File: src/rtl/gs_latch_builder.sv
// rtl/gs_latch_builder.sv - double-buffered grayscale latch assembler feeding the LED shift-out stage
module gs_latch_builder #(
    parameter int LATCH_SIZE   = 769,
    parameter int NUM_CHANNELS = 16
) (
    input  logic                  TESTCLK,
    input  logic                  nReset,
    input  logic [23:0]           pix_rgb,
    input  logic                  pix_valid,
    input  logic                  pix_sof,
    output logic                  pix_ready,
    output logic [LATCH_SIZE-1:0] latch_data,
    output logic                  latch_valid,
    input  logic                  latch_ready,
    output logic                  sof_err,
    output logic [15:0]           latch_count
);

    localparam int IDX_W   = (NUM_CHANNELS > 1) ? $clog2(NUM_CHANNELS) : 1;
    localparam int SEL_BIT = LATCH_SIZE - 1;
    localparam logic [IDX_W-1:0] LAST_IDX = IDX_W'(NUM_CHANNELS - 1);

    // Two latch buffers; one fills from the pixel side while the other is offered downstream
    logic [LATCH_SIZE-1:0] buf_mem [2];
    logic [1:0]            full;
    logic                  wr_sel;
    logic                  rd_sel;
    logic [IDX_W-1:0]      pix_idx;

    logic                  pix_accept;
    logic                  latch_take;
    logic                  latch_done;
    logic                  sof_resync;
    logic [IDX_W-1:0]      ch_idx;
    logic [15:0]           r16;
    logic [15:0]           g16;
    logic [15:0]           b16;

    // Handshake outputs come straight from registered flags, so they are glitch-free
    assign pix_ready   = !full[wr_sel];
    assign latch_valid = full[rd_sel];
    assign latch_data  = buf_mem[rd_sel];

    assign pix_accept  = pix_valid && pix_ready;
    assign latch_take  = latch_valid && latch_ready;

    // A start-of-frame pixel always lands in channel 0, abandoning any partial latch
    assign ch_idx      = pix_sof ? '0 : pix_idx;
    assign sof_resync  = pix_accept && pix_sof && (pix_idx != '0);
    assign latch_done  = pix_accept && (ch_idx == LAST_IDX);

    // 8-bit to 16-bit expansion by replication maps 0x00->0x0000 and 0xFF->0xFFFF exactly
    assign r16 = {pix_rgb[23:16], pix_rgb[23:16]};
    assign g16 = {pix_rgb[15:8],  pix_rgb[15:8]};
    assign b16 = {pix_rgb[7:0],   pix_rgb[7:0]};

    // Write the expanded pixel into its channel slot of the filling buffer
    always_ff @(posedge TESTCLK) begin
        if (!nReset) begin
            buf_mem[0] <= '0;
            buf_mem[1] <= '0;
        end else if (pix_accept) begin
            for (int n = 0; n < NUM_CHANNELS; n++) begin
                if (ch_idx == IDX_W'(n)) begin
                    buf_mem[wr_sel][48*n      +: 16] <= r16;
                    buf_mem[wr_sel][48*n + 16 +: 16] <= g16;
                    buf_mem[wr_sel][48*n + 32 +: 16] <= b16;
                end
            end
            buf_mem[wr_sel][SEL_BIT] <= 1'b0;
        end
    end

    // Buffer ownership: completion marks the write side full, a take frees the read side
    always_ff @(posedge TESTCLK) begin
        if (!nReset) begin
            full    <= 2'b00;
            wr_sel  <= 1'b0;
            rd_sel  <= 1'b0;
            pix_idx <= '0;
        end else begin
            if (latch_take) begin
                full[rd_sel] <= 1'b0;
                rd_sel       <= !rd_sel;
            end
            if (latch_done) begin
                full[wr_sel] <= 1'b1;
                wr_sel       <= !wr_sel;
            end
            if (pix_accept) begin
                pix_idx <= latch_done ? '0 : ch_idx + 1'b1;
            end
        end
    end

    // Sticky resync flag, only reset clears it
    always_ff @(posedge TESTCLK) begin
        if (!nReset) begin
            sof_err <= 1'b0;
        end else if (sof_resync) begin
            sof_err <= 1'b1;
        end
    end

    // Count latches handed downstream; natural 16-bit wrap
    always_ff @(posedge TESTCLK) begin
        if (!nReset) begin
            latch_count <= '0;
        end else if (latch_take) begin
            latch_count <= latch_count + 16'd1;
        end
    end

endmodule

File: config.mk
export PLATFORM = sky130hd
export DESIGN_NAME = gs_latch_builder
export DESIGN_NICKNAME = d
export VERILOG_FILES = /design/src/rtl/gs_latch_builder.sv
export SDC_FILE = /design/constraint.sdc
export NUM_CORES = 1
export LEC_CHECK = 0
export CAP_MARGIN = 5
export CORE_AREA = 2 2 316 318
export DETAILED_ROUTE_END_ITERATION = 6
export DIE_AREA = 0 0 318 320
export HOLD_SLACK_MARGIN = 0.03
export PLACE_DENSITY = 0.65
export SYNTH_ARGS = -nofsm -noshare
export SYNTH_HDL_FRONTEND = slang
export SYNTH_SLANG_ARGS = --single-unit
File: constraint.sdc
create_clock -name TESTCLK -period 3.5 [get_ports TESTCLK]
set_input_delay 0.35 -clock TESTCLK [delete_from_list [all_inputs] [get_ports TESTCLK]]
set_output_delay 0.35 -clock TESTCLK [all_outputs]
set_load 0.05 [all_outputs]
After elaboration in Yosys (flattened, before gate mapping)
Memories as Yosys holds them, arrays and structs flattened. A register that Yosys moved wholly into a read port is not among the register bits.
Index checks and enable logic that the tools add are counted.
Word-level totals
  memories: 1
  register bits: 25
  bits in writable memories: 1536
  word-level logic and storage cells: 127
  input port bits: 29
Memories
  buf_mem: depth 2, bits a word 768, rd ports 1, clocked after memory_dff 1, write ports 2, line 24  | logic [LATCH_SIZE-1:0] buf_mem [2];
Operators by class
  add/subtract/negate cells: 2
  equal/unequal tests: 15
  reductions and logical operators: 13
  bitwise gates (word level): 3
  muxes and demuxes: 83
  $lt $le $gt $ge: 4
Operator list (number)
  768-bit two-way mux: 1
  768-bit OR reduction: 1
  1-bit two-way mux: 74
  4-bit == test (second input constant): 8
  16-bit by 1-bit adder with 16-bit output (second input constant): 1
  4-bit by 3-bit == test with 1-bit output (second input constant): 4
  16-bit two-way mux: 1
  4-bit by 2-bit == test with 1-bit output (second input constant): 2
  4-bit two-way mux: 2
  1-bit logical AND: 7
  2-bit two-way mux: 3
  4-bit by 1-bit adder with 4-bit output (second input constant): 1
  4-bit by 1-bit == test with 1-bit output (second input constant): 1
  4-bit logical NOT: 1
  1-bit by 2-bit < comparator with 1-bit output (second input constant): 2
  4-bit nonzero test: 1
  1-bit logical NOT: 3
  2-bit bitwise AND: 1
  1-bit demux with 1-bit select: 2
  1-bit >= comparator (second input constant): 2
  2-bit inverter: 1
  2-bit bitwise OR: 1

Depth between registers and ports, before layout
Gate-level depths: netlist of the first run.
  depth after elaboration: 10
  depth in mapped cells: 8
  gate-level depth less buffers: 5

Least setup slack after synthesis of the first run
OpenSTA, ideal clock, no wires.
  path kind: input port to flip-flop
  from: in pix_sof
  to: mem buf_mem[1][440] (netlist bit) (enable)
  slack: -0.086 ns
  cell stages on the path: 5
  arrival time: 3.147 ns
  required time: 3.061 ns
  path buffers: 2
  path through: buf_2 -> or3b_4 -> or3_4 -> buf_6 -> o21ai_0
RTL lines
  start: declaration: line 10  | input logic pix_sof,
  end: declaration: line 24

==> results of run 1 <==
==> worst paths after layout <==
path                                   endpoint  slack, ns  cells after the start
worst min-delay path                    sof_err       0.28                      2
worst max register to register   buf_mem[0][25]       0.87                      7
worst min register to register  latch_count[15]       0.52                      2
worst max-delay path            latch_data[360]       0.28                      4
==> power groups by stage <==
stage | Combinational [mW] | Sequential [mW] | Clock [mW]
floorplan | 1.92 | 11.0 | 0
global placement | 2.77 | 11.0 | 0
detailed placement | 2.78 | 11.0 | 0
CTS | 2.79 | 10.8 | 8.85
global route | 2.83 | 10.8 | 9.19
finish | 2.75 | 10.8 | 8.69
==> stage by stage <==
step / total power, mW / hold WS [ns]
6_report: 22.2 / 0.277
3_5_place_dp: 13.8 / 0.494
2_1_floorplan: 12.9 / 0.519
3_3_place_gp: 13.7 / 0.482
5_1_grt: 22.8 / 0.271
4_1_cts: 22.4 / 0.230
==> metal layers <==
layer  up-vias  part of all wire (%)  wire [um]
met5         -                 0.029         32
met4         4                   2.3       2470
met3       136                   6.0       6500
met2       853                    52      56300
met1     10984                    40      43700
li1       9818                     -          -
==> area by class of cell <==
class	count	area share, %
Timing Repair Buffer	892	18.4
Sequential cell	794	50.2
Clock buffer	109	4.85
Clock inverter	44	0.839
Tap cell	1287	3.43
Multi-Input combinational cell	1334	22.2
Antenna cell	7	0.0373
Inverter	6	0.0506
==> cell usage after synthesis (2+ instances only) <==
| cell | n |
|---|---|
| sky130_fd_sc_hd__buf_6 | 3 |
| sky130_fd_sc_hd__buf_2 | 10 |
| sky130_fd_sc_hd__or4_1 | 3 |
| sky130_fd_sc_hd__a21oi_1 | 11 |
| sky130_fd_sc_hd__a311oi_1 | 3 |
| sky130_fd_sc_hd__nand2_1 | 10 |
| sky130_fd_sc_hd__nand4b_1 | 3 |
| sky130_fd_sc_hd__nor2_1 | 27 |
| sky130_fd_sc_hd__or3_4 | 3 |
| sky130_fd_sc_hd__nor2_4 | 7 |
| sky130_fd_sc_hd__or3_1 | 3 |
| sky130_fd_sc_hd__and2_1 | 768 |
| sky130_fd_sc_hd__edfxtp_1 | 768 |
| sky130_fd_sc_hd__o21ai_0 | 30 |
| sky130_fd_sc_hd__mux2_2 | 384 |
| sky130_fd_sc_hd__a31o_2 | 2 |
| sky130_fd_sc_hd__o31ai_1 | 2 |
| sky130_fd_sc_hd__nand2b_1 | 8 |
| sky130_fd_sc_hd__inv_1 | 4 |
| sky130_fd_sc_hd__nor3_2 | 6 |
| sky130_fd_sc_hd__nor3_1 | 4 |
| sky130_fd_sc_hd__clkbuf_2 | 14 |
| sky130_fd_sc_hd__nor2_2 | 8 |
| sky130_fd_sc_hd__buf_4 | 385 |
| sky130_fd_sc_hd__dfxtp_1 | 26 |
| sky130_fd_sc_hd__o211ai_1 | 3 |
| sky130_fd_sc_hd__clkbuf_1 | 169 |
| sky130_fd_sc_hd__xor2_1 | 5 |
| sky130_fd_sc_hd__and3_1 | 2 |
| sky130_fd_sc_hd__nand4_1 | 8 |
| sky130_fd_sc_hd__nand3_1 | 10 |
| sky130_fd_sc_hd__nor2b_1 | 3 |
| sky130_fd_sc_hd__xnor2_1 | 5 |
==> kinds of logic (layout without fill, tap and decap cells) <==
family	Yosys count	after routing
DFF	794	794
adders and majority gates	1	1
and+or+nand+nor	879	879
other	1	8
AOI/OAI and AO/OA	56	56
muxes	387	387
buffers and inverters	587	1051
xor gates and xnor gates	10	10
==> sequential cells by signal, indices dropped and copies added (netlist names), named ones only <==
| register | cells |
|---|---|
| buf_mem | 768 |
| full | 2 |
| latch_count | 16 |
| pix_idx | 4 |
| rd_sel | 1 |
| sof_err | 1 |
| wr_sel | 1 |
==> critical path, cell delays in order, from the launching register on <==
cell	delay, ns
sky130_fd_sc_hd__dfxtp_4	0.39
sky130_fd_sc_hd__buf_12	0.22
sky130_fd_sc_hd__buf_12	0.33
sky130_fd_sc_hd__mux2_2	0.43
sky130_fd_sc_hd__clkdlybuf4s50_1	0.73
==> results by group, run 1 <==
Routing
  • Final routed wirelength across all metal layers: approximately 110 mm
  • First drt pass iteration count: 5
  • Post-route antenna net violation count: 0
  • Count of vias placed by the detailed router: between 20,000 and 25,000
  • DRC violation count after routing: 0
  • 1st-iter DRT viols: approximately 1,700
  • Per-cell routed wire length: around 24 um
  • Post-detailed-route via-to-cell ratio: a little under 5

Synthesis
  • Ranking of synthesized cells by area: sky130_fd_sc_hd__edfxtp_1 61%, sky130_fd_sc_hd__and2_1 13%, sky130_fd_sc_hd__mux2_2 12%
  • Post-synthesis simple-gate area fraction: ~15%
  • Number of synthesized flops with an enable pin: between 700 and 800
  • Portion of synthesized cell area occupied by the leading cell type: between 60% and 70%
  • Synth Area in Compound Gates: less than 1%
  • Proportion of register bits with asynchronous set or reset after synthesis: 0%
  • Synthesis Warnings: 0
  • Share of cell area taken by muxes after synthesis: ~12%
  • Netlist cell types: slightly above 50
  • Most used flip-flop cell after synthesis: sky130_fd_sc_hd__edfxtp_1
  • Xor-xnor portion of the synthesized cell area: less than 1%
  • Synth Instances: between 2,000 and 3,000
  • Synthesized area divided by synthesized cell count: about 14 um^2
  • Cell taking the most area after synthesis: sky130_fd_sc_hd__edfxtp_1
  • Area of the mapped netlist: around 38,000 um^2
  • Net count of the mapped netlist: 2,745
  • Combinational family with the most area after synthesis: simple AND/OR/NAND/NOR gates
  • Sequential cell area fraction in the yosys report: 62.8%
  • FF+latch count, synth: 794
  • Fraction of the mapped netlist area in adder cells: less than 1%

CTS
  • Count of hold-fix buffers inserted at cts: 0
  • Clock net sink count: 794
  • # Post-CTS Setup Buffers: 0
  • Post_cts resized: 0
  • Clock Path Buffers: 3
  • CTS tree: done
  • TritonCTS buffer count: 87
  • CTS root buf: sky130_fd_sc_hd__clkbuf_16
  • Clock slew at the register clock pins of the worst setup and hold paths: roughly 0.06 ns
  • H-tree level count: 3
  • Clock latency at the later pin of the worst-skew pair: approximately 0.63 ns

Global routing
  • GRT overflow: 0
  • GR met2 Demand/Resource: a little under two fifths
  • Global-route wire length before repair: ~150 mm
  • Routing usage on met1: between 20% and 30%
  • Maximum number of pins on one net before global-route repair: 67
  • Vias in the first global route: ~22,000
  • Met3 Track Usage GR: 3.25%
  • Antenna violations before repair: 12
  • All-layer global routing usage: about 21%
  • GRT Max-Usage Layer: met2

Floorplanning
  • Y dimension of the die: around 320 um
  • Standard cell core area: 98,000 um^2
  • IO Count: roughly 820
  • Die area: slightly above 100,000 um^2
  • Number of cell rows: ~120
  • Starting Density: about two fifths
  • Die outline width: approximately 320 um

Pwr
  • Net load switching power: around 5.8 mW
  • Comb power frac: between 10 and 15%
  • Power per Cell Area: ~470 nW/um^2
  • Worst ir drop on vdd: 0.344 mV
  • Cell-internal power: about 16 mW
  • Switching part of the total: between 20% and 30%
  • Leakage: roughly 17 nW
  • Sequential share of power: ~49%
  • Clock share of power: about two fifths

Hold path
  • Start point of the worst min-delay path: nReset
  • Worst min-delay path class: input pin to flip-flop

Worst setup path
  • Max FO, Critical Path: 66
  • Kind of critical path: flip-flop to output port
  • Arrival time of the worst setup path: 2.87 ns
  • Type of destination of the critical path: output port
  • Required time at the worst-slack endpoint: 3.15 ns
  • Kind of start point of the critical path: flip-flop
  • Startpoint of the lowest-slack register-to-register path: wr_sel

Final layout
  • Layout cell share with drive strength beyond 1: 21.2%
  • Final core occ: a little under half
  • Count of filler cells inserted in the layout: ~8,500
  • Most common cell after layout, fill and taps aside: sky130_fd_sc_hd__clkdlybuf4s50_1
  • Multi-input combinational cell area: approximately 10,000 um^2
  • Commonest non-fill, non-tap cells in the layout: 772 x sky130_fd_sc_hd__clkdlybuf4s50_1, 768 x sky130_fd_sc_hd__and2_1, 768 x sky130_fd_sc_hd__edfxtp_1, 384 x sky130_fd_sc_hd__mux2_2, 88 x sky130_fd_sc_hd__clkbuf_16
  • Area used by sequential logic in the layout: 23,600 um^2
  • Post-route cell area: roughly 47,000 um^2
  • Post-synthesis to final-layout area growth: 25.1%
  • Final cell count without fillers: 4,473
  • Final nets: between 3,000 and 4,000

Timing
  • Max frequency: around 310 MHz
  • Final-layout setup total negative slack: 0 ns
  • Total setup violations reported at the end of the flow: 0
  • Final Hold Fails: 0
  • Worst rel slew slack: 22.9%
  • Period Utilization, post-route: around nine tenths
  • Clock Skews: approximately 0.030 ns
  • RSZ-0062 raised after global routing: no
  • Clock period minus worst slack: approximately 3.2 ns
  • Max-slew violations: 0
  • Actual slew at the worst max-slew pin: between 1 and 1.5 ns
  • Setup slack after layout: between 0.2 and 0.3 ns

Flow run
  • Number of maximum-capacitance violations: 0

Placement
  • Placed inst area: between 40,000 and 50,000 um^2
  • RD Place Congestion: 0.770
  • Detailed placement HPWL: 69.5 mm
  • Worst Setup Slack post-DPL: between 0.6 and 0.7 ns
  • IO Port Bufs: around 820
  • Dpl cells: 4,313

Status
  • Run status: completed
(Power assumes the default switching activity.)
==> run 2, diff against run 1 <==
--- a/config.mk
+++ b/config.mk
@@ -11,6 +11,7 @@
 export DIE_AREA = 0 0 318 320
 export HOLD_SLACK_MARGIN = 0.03
 export PLACE_DENSITY = 0.65
+export SETUP_SLACK_MARGIN = 0.3
 export SYNTH_ARGS = -nofsm -noshare
 export SYNTH_HDL_FRONTEND = slang
 export SYNTH_SLANG_ARGS = --single-unit
==> results by group, run 2 (synthesized netlist as in run 1, its figures left out) <==
CTS
  • CTS root buf: sky130_fd_sc_hd__clkbuf_16
  • H-tree level count: 3
  • Clock slew at the register clock pins of the worst setup and hold paths: around 0.06 ns
  • Clock net sink count: 794
  • Count of hold-fix buffers inserted at cts: 0
  • Clock Path Buffers: 3
  • CTS tree: done
  • # Post-CTS Setup Buffers: 0
  • TritonCTS buffer count: 86
  • Clock latency at the later pin of the worst-skew pair: 0.64 ns

Final layout
  • Count of filler cells inserted in the layout: around 8,700
  • Post-synthesis to final-layout area growth: 24.3%
  • Final nets: around 3,200
  • Commonest non-fill, non-tap cells in the layout: 768 x sky130_fd_sc_hd__and2_1, 768 x sky130_fd_sc_hd__edfxtp_1, 507 x sky130_fd_sc_hd__dlygate4sd2_1, 384 x sky130_fd_sc_hd__mux2_2, 251 x sky130_fd_sc_hd__clkdlybuf4s50_1
  • Register ranked first by flip-flop count: buf_mem
  • Registers with the most flip-flops: buf_mem (768), latch_count (16), pix_idx (4)
  • Multi-input combinational cell area: approximately 10,000 um^2
  • Final cell count without fillers: around 4,500
  • Post-route cell area: ~47,000 um^2
  • Largest register FFs: around 770
  • Final core occ: about 48%
  • Area used by sequential logic in the layout: ~24,000 um^2
  • Layout cell share with drive strength beyond 1: roughly a fifth

Worst setup path
  • Kind of critical path: flip-flop to output port
  • Critical Path, Cell by Cell: buf_4 > mux2_2 > clkdlybuf4s50_1
  • Type of destination of the critical path: output port
  • Top delay family on crit path: buffers and inverters
  • Required time at the worst-slack endpoint: 3.15 ns
  • Buffer and inverter count on the worst path: 2
  • CP max stage delay: roughly 0.72 ns
  • Arrival time of the worst setup path: 2.79 ns
  • Max FO, Critical Path: 24
  • Slowest CP cell: sky130_fd_sc_hd__clkdlybuf4s50_1
  • Kind of start point of the critical path: flip-flop

Pwr
  • Worst ir drop on vdd: approximately 0.32 mV
  • Leakage: about 19 nW
  • Power per Cell Area: between 400 and 500 nW/um^2
  • Total power consumption of the routed design: between 20 and 25 mW

Global routing
  • Maximum number of pins on one net before global-route repair: 77
  • Antenna violations before repair: 13
  • GRT overflow: 0
  • Global-route wire length before repair: 157 mm
  • Vias in the first global route: roughly 22,000
  • All-layer global routing usage: about 21%

Timing
  • Worst rel slew slack: between 20% and 30%
  • Final-layout setup total negative slack: 0 ns
  • Period Utilization, post-route: about nine tenths
  • Clock Skews: between 0.015 and 0.02 ns
  • Max frequency: roughly 320 MHz
  • Final Hold Fails: 0
  • Hold Worst Slack: between 0.2 and 0.3 ns
  • Clock period minus worst slack: 3.14 ns
  • Actual slew at the worst max-slew pin: 1.17 ns
  • Max-slew violations: 0
  • RSZ-0062 raised after global routing: yes
  • Setup slack after layout: roughly 0.36 ns
  • Total setup violations reported at the end of the flow: 0

Floorplanning
  • Die outline width: approximately 320 um
  • Y dimension of the die: around 320 um
  • Starting Density: about two fifths
  • Standard cell core area: between 90,000 and 100,000 um^2
  • Die area: ~100,000 um^2
  • IO Count: 817
  • Number of cell rows: approximately 120

Placement
  • Worst Setup Slack post-DPL: 0.678 ns
  • Detailed placement HPWL: around 72 mm
  • IO Port Bufs: a little over 800
  • RD Place Congestion: 0.794
  • Placed inst area: 44,400 um^2
  • Dpl cells: approximately 4,300

Routing
  • 1st-iter DRT viols: 1,868
  • First drt pass iteration count: 5
  • Post-route antenna net violation count: 0
  • Final routed wirelength across all metal layers: around 110 mm
  • Count of vias placed by the detailed router: between 20,000 and 25,000
  • Per-cell routed wire length: roughly 25 um
  • Post-detailed-route via-to-cell ratio: about 5
  • DRC violation count after routing: 0

Status
  • Run status: completed

Flow run
  • Number of maximum-capacitance violations: 0

Hold path
  • Worst min-delay path class: input pin to flip-flop
-- run 2: changes by cell type in the layout (fill, tap and decap cells not counted), sizes merged, moves of 4 or more --
| cell | previous run | this run |
|---|---|---|
| buf | 120 | 111 |
| bufinv | 5 | 10 |
| clkbuf | 109 | 113 |
| clkdlybuf4s50 | 772 | 251 |
| clkinv | 31 | 26 |
| diode | 7 | 12 |
| dlygate4sd2 | 0 | 507 |
| dlymetal6s2s | 0 | 32 |
-- run 2: worst paths after layout --
check | from | to | slack, ns | cells after the start
hold / removal | nReset | sof_err | 0.27 | 2
setup / recovery | flip-flop | latch_data[615] | 0.36 | 3
setup reg to reg | wr_sel | buf_mem[0][77] | 1.04 | 6
hold reg to reg | sof_err | sof_err | 0.48 | 1
-- run 2: what timing repair did --
action,CTS,global route
cloned,0,0
endpoints found under the setup margin,578,100
resized for setup,509,32
-- run 2: per-layer routing --
metal	vias to the layer above	wire length, um	global-route usage, %
met4	4	2580	6.20
met5	-	28	0
met1	11124	45600	27.3
met3	146	6850	3.48
met2	834	56800	37.5
li1	9827	-	-
-- run 2: cell type report --
| type | count | share of cell area, % |
|---|---|---|
| diodes | 12 | 0.0643 |
| clock buffers | 113 | 4.89 |
| clock inverters | 44 | 1.14 |
| inverters | 6 | 0.0509 |
| multi-input cells | 1334 | 22.3 |
| flip-flops and latches | 794 | 50.5 |
| well taps | 1287 | 3.45 |
| repair buffers | 901 | 17.6 |
-- run 2: report_power, final --
part,switching (mW),internal [mW]
clock network,3.81,5.38
registers,0.0759,10.7
logic,2.03,0.576
total,5.91,16.7
